**src/rtl/terracresta_pkg.sv**
```systemverilog
`default_nettype none
// +--------------------------------------------------------------------+
// | terracresta_pkg                                                    |
// | Shared constants for the sound-CPU communication block.            |
// | Revision: 1.0                                                      |
// +--------------------------------------------------------------------+
package terracresta_pkg;

  localparam int unsigned c_irq_period_default = 200_000;
  localparam logic [7:0]  c_dac_reset          = 8'h80;

  // Slot of each strobe in the shared edge-detector vector
  localparam int c_edge_m68k_wr  = 0;
  localparam int c_edge_z80_rd   = 1;
  localparam int c_edge_z80_clr  = 2;
  localparam int c_edge_dac1     = 3;
  localparam int c_edge_dac2     = 4;
  localparam int c_edge_int_ack  = 5;
  localparam int c_num_edges     = 6;

endpackage
`default_nettype wire

```
**src/rtl/rise_pulse.sv**
```systemverilog
`default_nettype none
// +--------------------------------------------------------------------+
// | rise_pulse                                                         |
// | One-bit rising-edge detector with registered history.              |
// | Revision: 1.0                                                      |
// +--------------------------------------------------------------------+
module rise_pulse (
  input  logic clk_sys,
  input  logic reset,
  input  logic i_sig,
  output logic o_pulse
);

  logic r_prev;

  always_ff @(posedge clk_sys) begin
    if (reset) r_prev <= 1'b0;
    else       r_prev <= i_sig;
  end

  assign o_pulse = i_sig & ~r_prev;

endmodule
`default_nettype wire

```
**src/rtl/sound_comm.sv**
```systemverilog
`default_nettype none
// +--------------------------------------------------------------------+
// | sound_comm                                                         |
// | M68K->Z80 command latch, Z80 DAC registers and Z80 timer IRQ.      |
// | Revision: 1.0                                                      |
// +--------------------------------------------------------------------+
module sound_comm
  import terracresta_pkg::*;
#(
  parameter int unsigned IRQ_PERIOD = c_irq_period_default
) (
  input  logic       clk_sys,
  input  logic       reset,
  input  logic       sound_latch_cs,
  input  logic       m68k_rw,
  input  logic       m68k_lds_n,
  input  logic [7:0] m68k_dout,
  input  logic       z80_latch_r_cs,
  input  logic       z80_latch_clr_cs,
  input  logic       z80_dac1_cs,
  input  logic       z80_dac2_cs,
  input  logic       z80_wr_n,
  input  logic       z80_rd_n,
  input  logic       M1_n,
  input  logic       IORQ_n,
  input  logic [7:0] z80_dout,
  output logic [7:0] latch_dout,
  output logic       latch_pending,
  output logic       z80_irq_n,
  output logic [7:0] dac1,
  output logic [7:0] dac2
);

  localparam int c_cnt_w = (IRQ_PERIOD > 2) ? $clog2(IRQ_PERIOD) : 1;
  localparam logic [c_cnt_w-1:0] c_cnt_max = c_cnt_w'(IRQ_PERIOD - 1);

  logic [c_num_edges-1:0] w_level;
  logic [c_num_edges-1:0] w_edge;
  logic [7:0]             r_latch;
  logic                   r_pending;
  logic [7:0]             r_dac1;
  logic [7:0]             r_dac2;
  logic [c_cnt_w-1:0]     r_count;
  logic                   r_irq_req;
  logic                   w_tick;

  always_comb begin
    w_level                 = '0;
    w_level[c_edge_m68k_wr] = sound_latch_cs & ~m68k_rw & ~m68k_lds_n;
    w_level[c_edge_z80_rd]  = z80_latch_r_cs & ~z80_rd_n;
    w_level[c_edge_z80_clr] = z80_latch_clr_cs & ~z80_wr_n;
    w_level[c_edge_dac1]    = z80_dac1_cs & ~z80_wr_n;
    w_level[c_edge_dac2]    = z80_dac2_cs & ~z80_wr_n;
    w_level[c_edge_int_ack] = ~M1_n & ~IORQ_n;
  end

  // Each strobe acts only once per bus cycle, on its first active clock
  for (genvar i = 0; i < c_num_edges; i++) begin : g_edge
    rise_pulse u_rise (
      .clk_sys (clk_sys),
      .reset   (reset),
      .i_sig   (w_level[i]),
      .o_pulse (w_edge[i])
    );
  end

  // A new M68K command always wins over a coincident Z80 clear or read
  always_ff @(posedge clk_sys) begin
    if (reset) begin
      r_latch   <= 8'h00;
      r_pending <= 1'b0;
    end else if (w_edge[c_edge_m68k_wr]) begin
      r_latch   <= m68k_dout;
      r_pending <= 1'b1;
    end else if (w_edge[c_edge_z80_clr]) begin
      r_latch   <= 8'h00;
      r_pending <= 1'b0;
    end else if (w_edge[c_edge_z80_rd]) begin
      r_pending <= 1'b0;
    end
  end

  always_ff @(posedge clk_sys) begin
    if (reset) begin
      r_dac1 <= c_dac_reset;
      r_dac2 <= c_dac_reset;
    end else begin
      if (w_edge[c_edge_dac1]) r_dac1 <= z80_dout;
      if (w_edge[c_edge_dac2]) r_dac2 <= z80_dout;
    end
  end

  assign w_tick = (r_count == c_cnt_max);

  always_ff @(posedge clk_sys) begin
    if (reset)       r_count <= '0;
    else if (w_tick) r_count <= '0;
    else             r_count <= r_count + c_cnt_w'(1);
  end

  // Ticks while already pending are dropped; a tick beats a coincident ack
  always_ff @(posedge clk_sys) begin
    if (reset)                        r_irq_req <= 1'b0;
    else if (w_tick)                  r_irq_req <= 1'b1;
    else if (w_edge[c_edge_int_ack])  r_irq_req <= 1'b0;
  end

  assign latch_dout    = r_latch;
  assign latch_pending = r_pending;
  assign z80_irq_n     = ~r_irq_req;
  assign dac1          = r_dac1;
  assign dac2          = r_dac2;

endmodule
`default_nettype wire

```
**config.mk**
```make
export PLATFORM = sky130hd
export DESIGN_NAME = sound_comm
export DESIGN_NICKNAME = d
export VERILOG_FILES = /design/src/rtl/terracresta_pkg.sv /design/src/rtl/rise_pulse.sv /design/src/rtl/sound_comm.sv
export SDC_FILE = /design/constraint.sdc
export NUM_CORES = 1
export LEC_CHECK = 0
export CORE_MARGIN = 5
export CORE_UTILIZATION = 50
export CTS_BUF_LIST = sky130_fd_sc_hd__clkbuf_4 sky130_fd_sc_hd__clkbuf_8
export DETAILED_ROUTE_END_ITERATION = 10
export PLACE_DENSITY_LB_ADDON = 0.15
export SLEW_MARGIN = 5
export SYNTH_ARGS = -nofsm -noshare
export SYNTH_HDL_FRONTEND = slang
export SYNTH_HIERARCHICAL = 1
export SYNTH_SLANG_ARGS = --single-unit
```
**constraint.sdc**
```tcl
create_clock -name clk_sys -period 2.4 [get_ports clk_sys]
set_input_delay 0.36 -clock clk_sys [delete_from_list [all_inputs] [get_ports clk_sys]]
set_output_delay 0.36 -clock clk_sys [all_outputs]
set_load 0.1 [all_outputs]
```
==> metrics.cfg <==
[synth]
synthArstFlopShare=0
syn_area_um2=2080
synth_largest_type_area_fraction=0.482
synth_top_flop_cell=dfxtp_1
synth_cells=213
synth_top_area_cell=dfxtp_1
ys_warn_count=6
ys_types=32
ys_seq_elements=50
synth-seq-area-share=0.482
syn_nets=243
synth_top_cells_by_area=dfxtp_1 (48%), nor2b_4 (8.0%), nor2_1 (7.8%)
avgSynthCellArea_um2=9.75
synth-edff-count=0

[clocking]
clk_pin_slew_ns=0.09
post_cts_buffers=0
cts_made_buffers=5
hold_buffers=0
cts_max_path_buffers=2
cts.sinks=50
post_cts_resized=0
htree_levels=2
cts_tree=built
cts_root_buffer=clkbuf_8
insertion_delay_ns=0.29

[critical_path]
r2r-start=r_count[4]
startpoint=r_count[4]
reg2reg_to=r_count[17]
criticalPathCategory=register to register
crit_required_ns=2.63
reg2reg_depth=4
crit_path_max_fanout=7
cpMaxStageDelayCell=or4_1
r2r_slack_ns=0.58
endpoint_kind=register
path_cells=nand4_1 > or4_1 > or3_1 > a21oi_1
start_kind=register
max_stage_delay_ns=0.60
arrival_ns=2.05

[sta]
tightest_slew_ns=0.477
drv_slew=0
rsz0062_at_grt=false
fin_ws_ns=0.578
period_share=0.759
max_freq_mhz=549
slew_headroom=0.678
hold_violations=0
setup_tns_ns=0
period_needed_ns=1.82
finalSetupViolCount=0
fin_skew_ns=0.00341

[routing]
postRouteAntennaNets=0
viasPerCell=4.85
dr.first_iter.drc_count=37
wire_per_inst_um=12.3
route.vias.total=1547
drc_errors=0
dr.pass1.iters=4
drt_wl_total_um=3930

[global_routing]
antenna_found_initial=0
grt_use_met2=0.246
grt_pass1_wl_um=6490
track_usage=0.147
grt.overflow.total=0
grt_max_degree=27
grt_pass1_vias=1476
grt_use_met1=0.184
busiest_layer=met2
met3_usage=0.0419

[finish]
syn2layout_area_growth_pct=30.7
antenna_cells=0
layout-drive-gt1-share=0.204
final_nets=298
nFillCells=340

[placed_design]
gp_congestion=0.844
dp_hpwl_um=2930
dpl_worst_slack_ns=0.517
io_buffer_count=54

[power]
power_density_nw_per_um2=646
total_power_uw=1750
ir_drop_uv=433
leakage_uw=0.00101

[job]
cap_violations=0

[floorplan]
core_um2=4000
die_x_um=74.5
dieArea_um2=5540
initial_utilization=0.519
rows=23
io_pins=55
chipHeight_um=74.5

[worst_hold_path]
worstHoldEndpoint=r_count[0]
min_from=r_count[0]
hold_depth=1
holdCritPathClass=register to register

[run_status]
outcome=finished, final reports clean

## worst max-delay path by stage
stage	endpoint
after floorplan	r_count[16]
after global placement	latch_dout[7]
after detailed placement	latch_dout[5]
after CTS	r_count[17]
after global routing	r_count[17]
final	r_count[17]
## synth_stat cells (3+ instances only)
library cell	instances
nor2b_1	6
dfxtp_1	50
nor3_1	3
nor2b_4	12
nor3b_1	9
nor4_1	6
clkbuf_1	7
xnor2_1	13
nand2_1	4
inv_1	5
nand3_1	3
mux2i_1	14
nand4_1	5
a21oi_1	12
nor2_1	43
## cell families after synthesis
kind of cell	count (synthesis)	share of synthesized area
AND/OR/NAND/NOR	102	0.308
buffers and inverters	15	0.0307
flip-flops	50	0.482
multiplexers	14	0.0675
AO/OA/AOI/OAI	17	0.0464
adder cells (fa/ha/maj)	1	0.00602
XOR/XNOR	14	0.0590
## placed cells by master (no fill, tap or decap), drive strengths merged
cell           synthesis  final
mux2i                 14     14
a211o                  2      2
nand3                  4      4
a31o                   1      1
dfxtp                 50     50
nand2b                 1      1
ha                     1      1
nor4b                  1      1
o21ai                  2      2
and3                   2      2
or4                    2      2
nor3                   3      3
nand4                  5      5
clkinvlp               0      1
nor4                   6      6
nand2                  4      4
nor3b                  9      9
nand4bb                1      1
xor2                   1      1
or3                    2      2
nor2b                 18     18
bufinv                 0      1
nor2                  43     43
clkdlybuf4s50          0     28
inv                    5      5
buf                    3     30
a21oi                 12     12
clkbuf                 7      6
xnor2                 13     13
or2                    1      1
## per-layer routing
| metal | share of wire | vias to the layer above |
|---|---|---|
| li1 | - | 824 |
| met1 | 0.46 | 680 |
| met5 | 0 | - |
| met2 | 0.44 | 41 |
| met4 | 0.0043 | 0 |
| met3 | 0.090 | 2 |
## state kept, by name, indices dropped and copies added, names as in the netlist
| name | flops |
|---|---|
| g_edge.u_rise/r_prev | 6 |
| r_irq_req | 1 |
| dac2 | 8 |
| latch_pending | 1 |
| dac1 | 8 |
| r_count | 18 |
| latch_dout | 8 |
## where the power goes
group	internal (uW)	switching [uW]	total [uW]	leakage [uW]
clock	322	262	584	0.0000548
sequential	855	14.6	870	0.000407
combinational	106	194	300	0.000549
total	1280	471	1750	0.00101
## metrics by stage
step	util	hold WS [ns]	instance area, um2	instances
2_1_floorplan	-	0.418	2080	213
3_5_place_dp	0.650	0.444	2600	311
3_3_place_gp	0.650	0.433	2600	311
6_report	0.678	0.458	2710	319
4_1_cts	0.678	0.461	2710	319
5_1_grt	0.678	0.483	2710	319
## area by class of cell
class	count	area, um2	area share
multi-input combinational	148	1010	0.373
sequential	50	1000	0.369
timing repair buffer	58	505	0.186
clock buffer	6	76.3	0.0281
tap	50	62.6	0.0231
clock inverter	2	37.5	0.0138
inverter	5	18.8	0.00692
## critical path: cells and delay by family (launching register included)
kind	cells	cell delay [ns]
AND/OR/NAND/NOR	3	1.23
flip-flops	1	0.40
AO/OA/AOI/OAI	1	0.13
No activity file was read; power rests on OpenSTA's default activity.
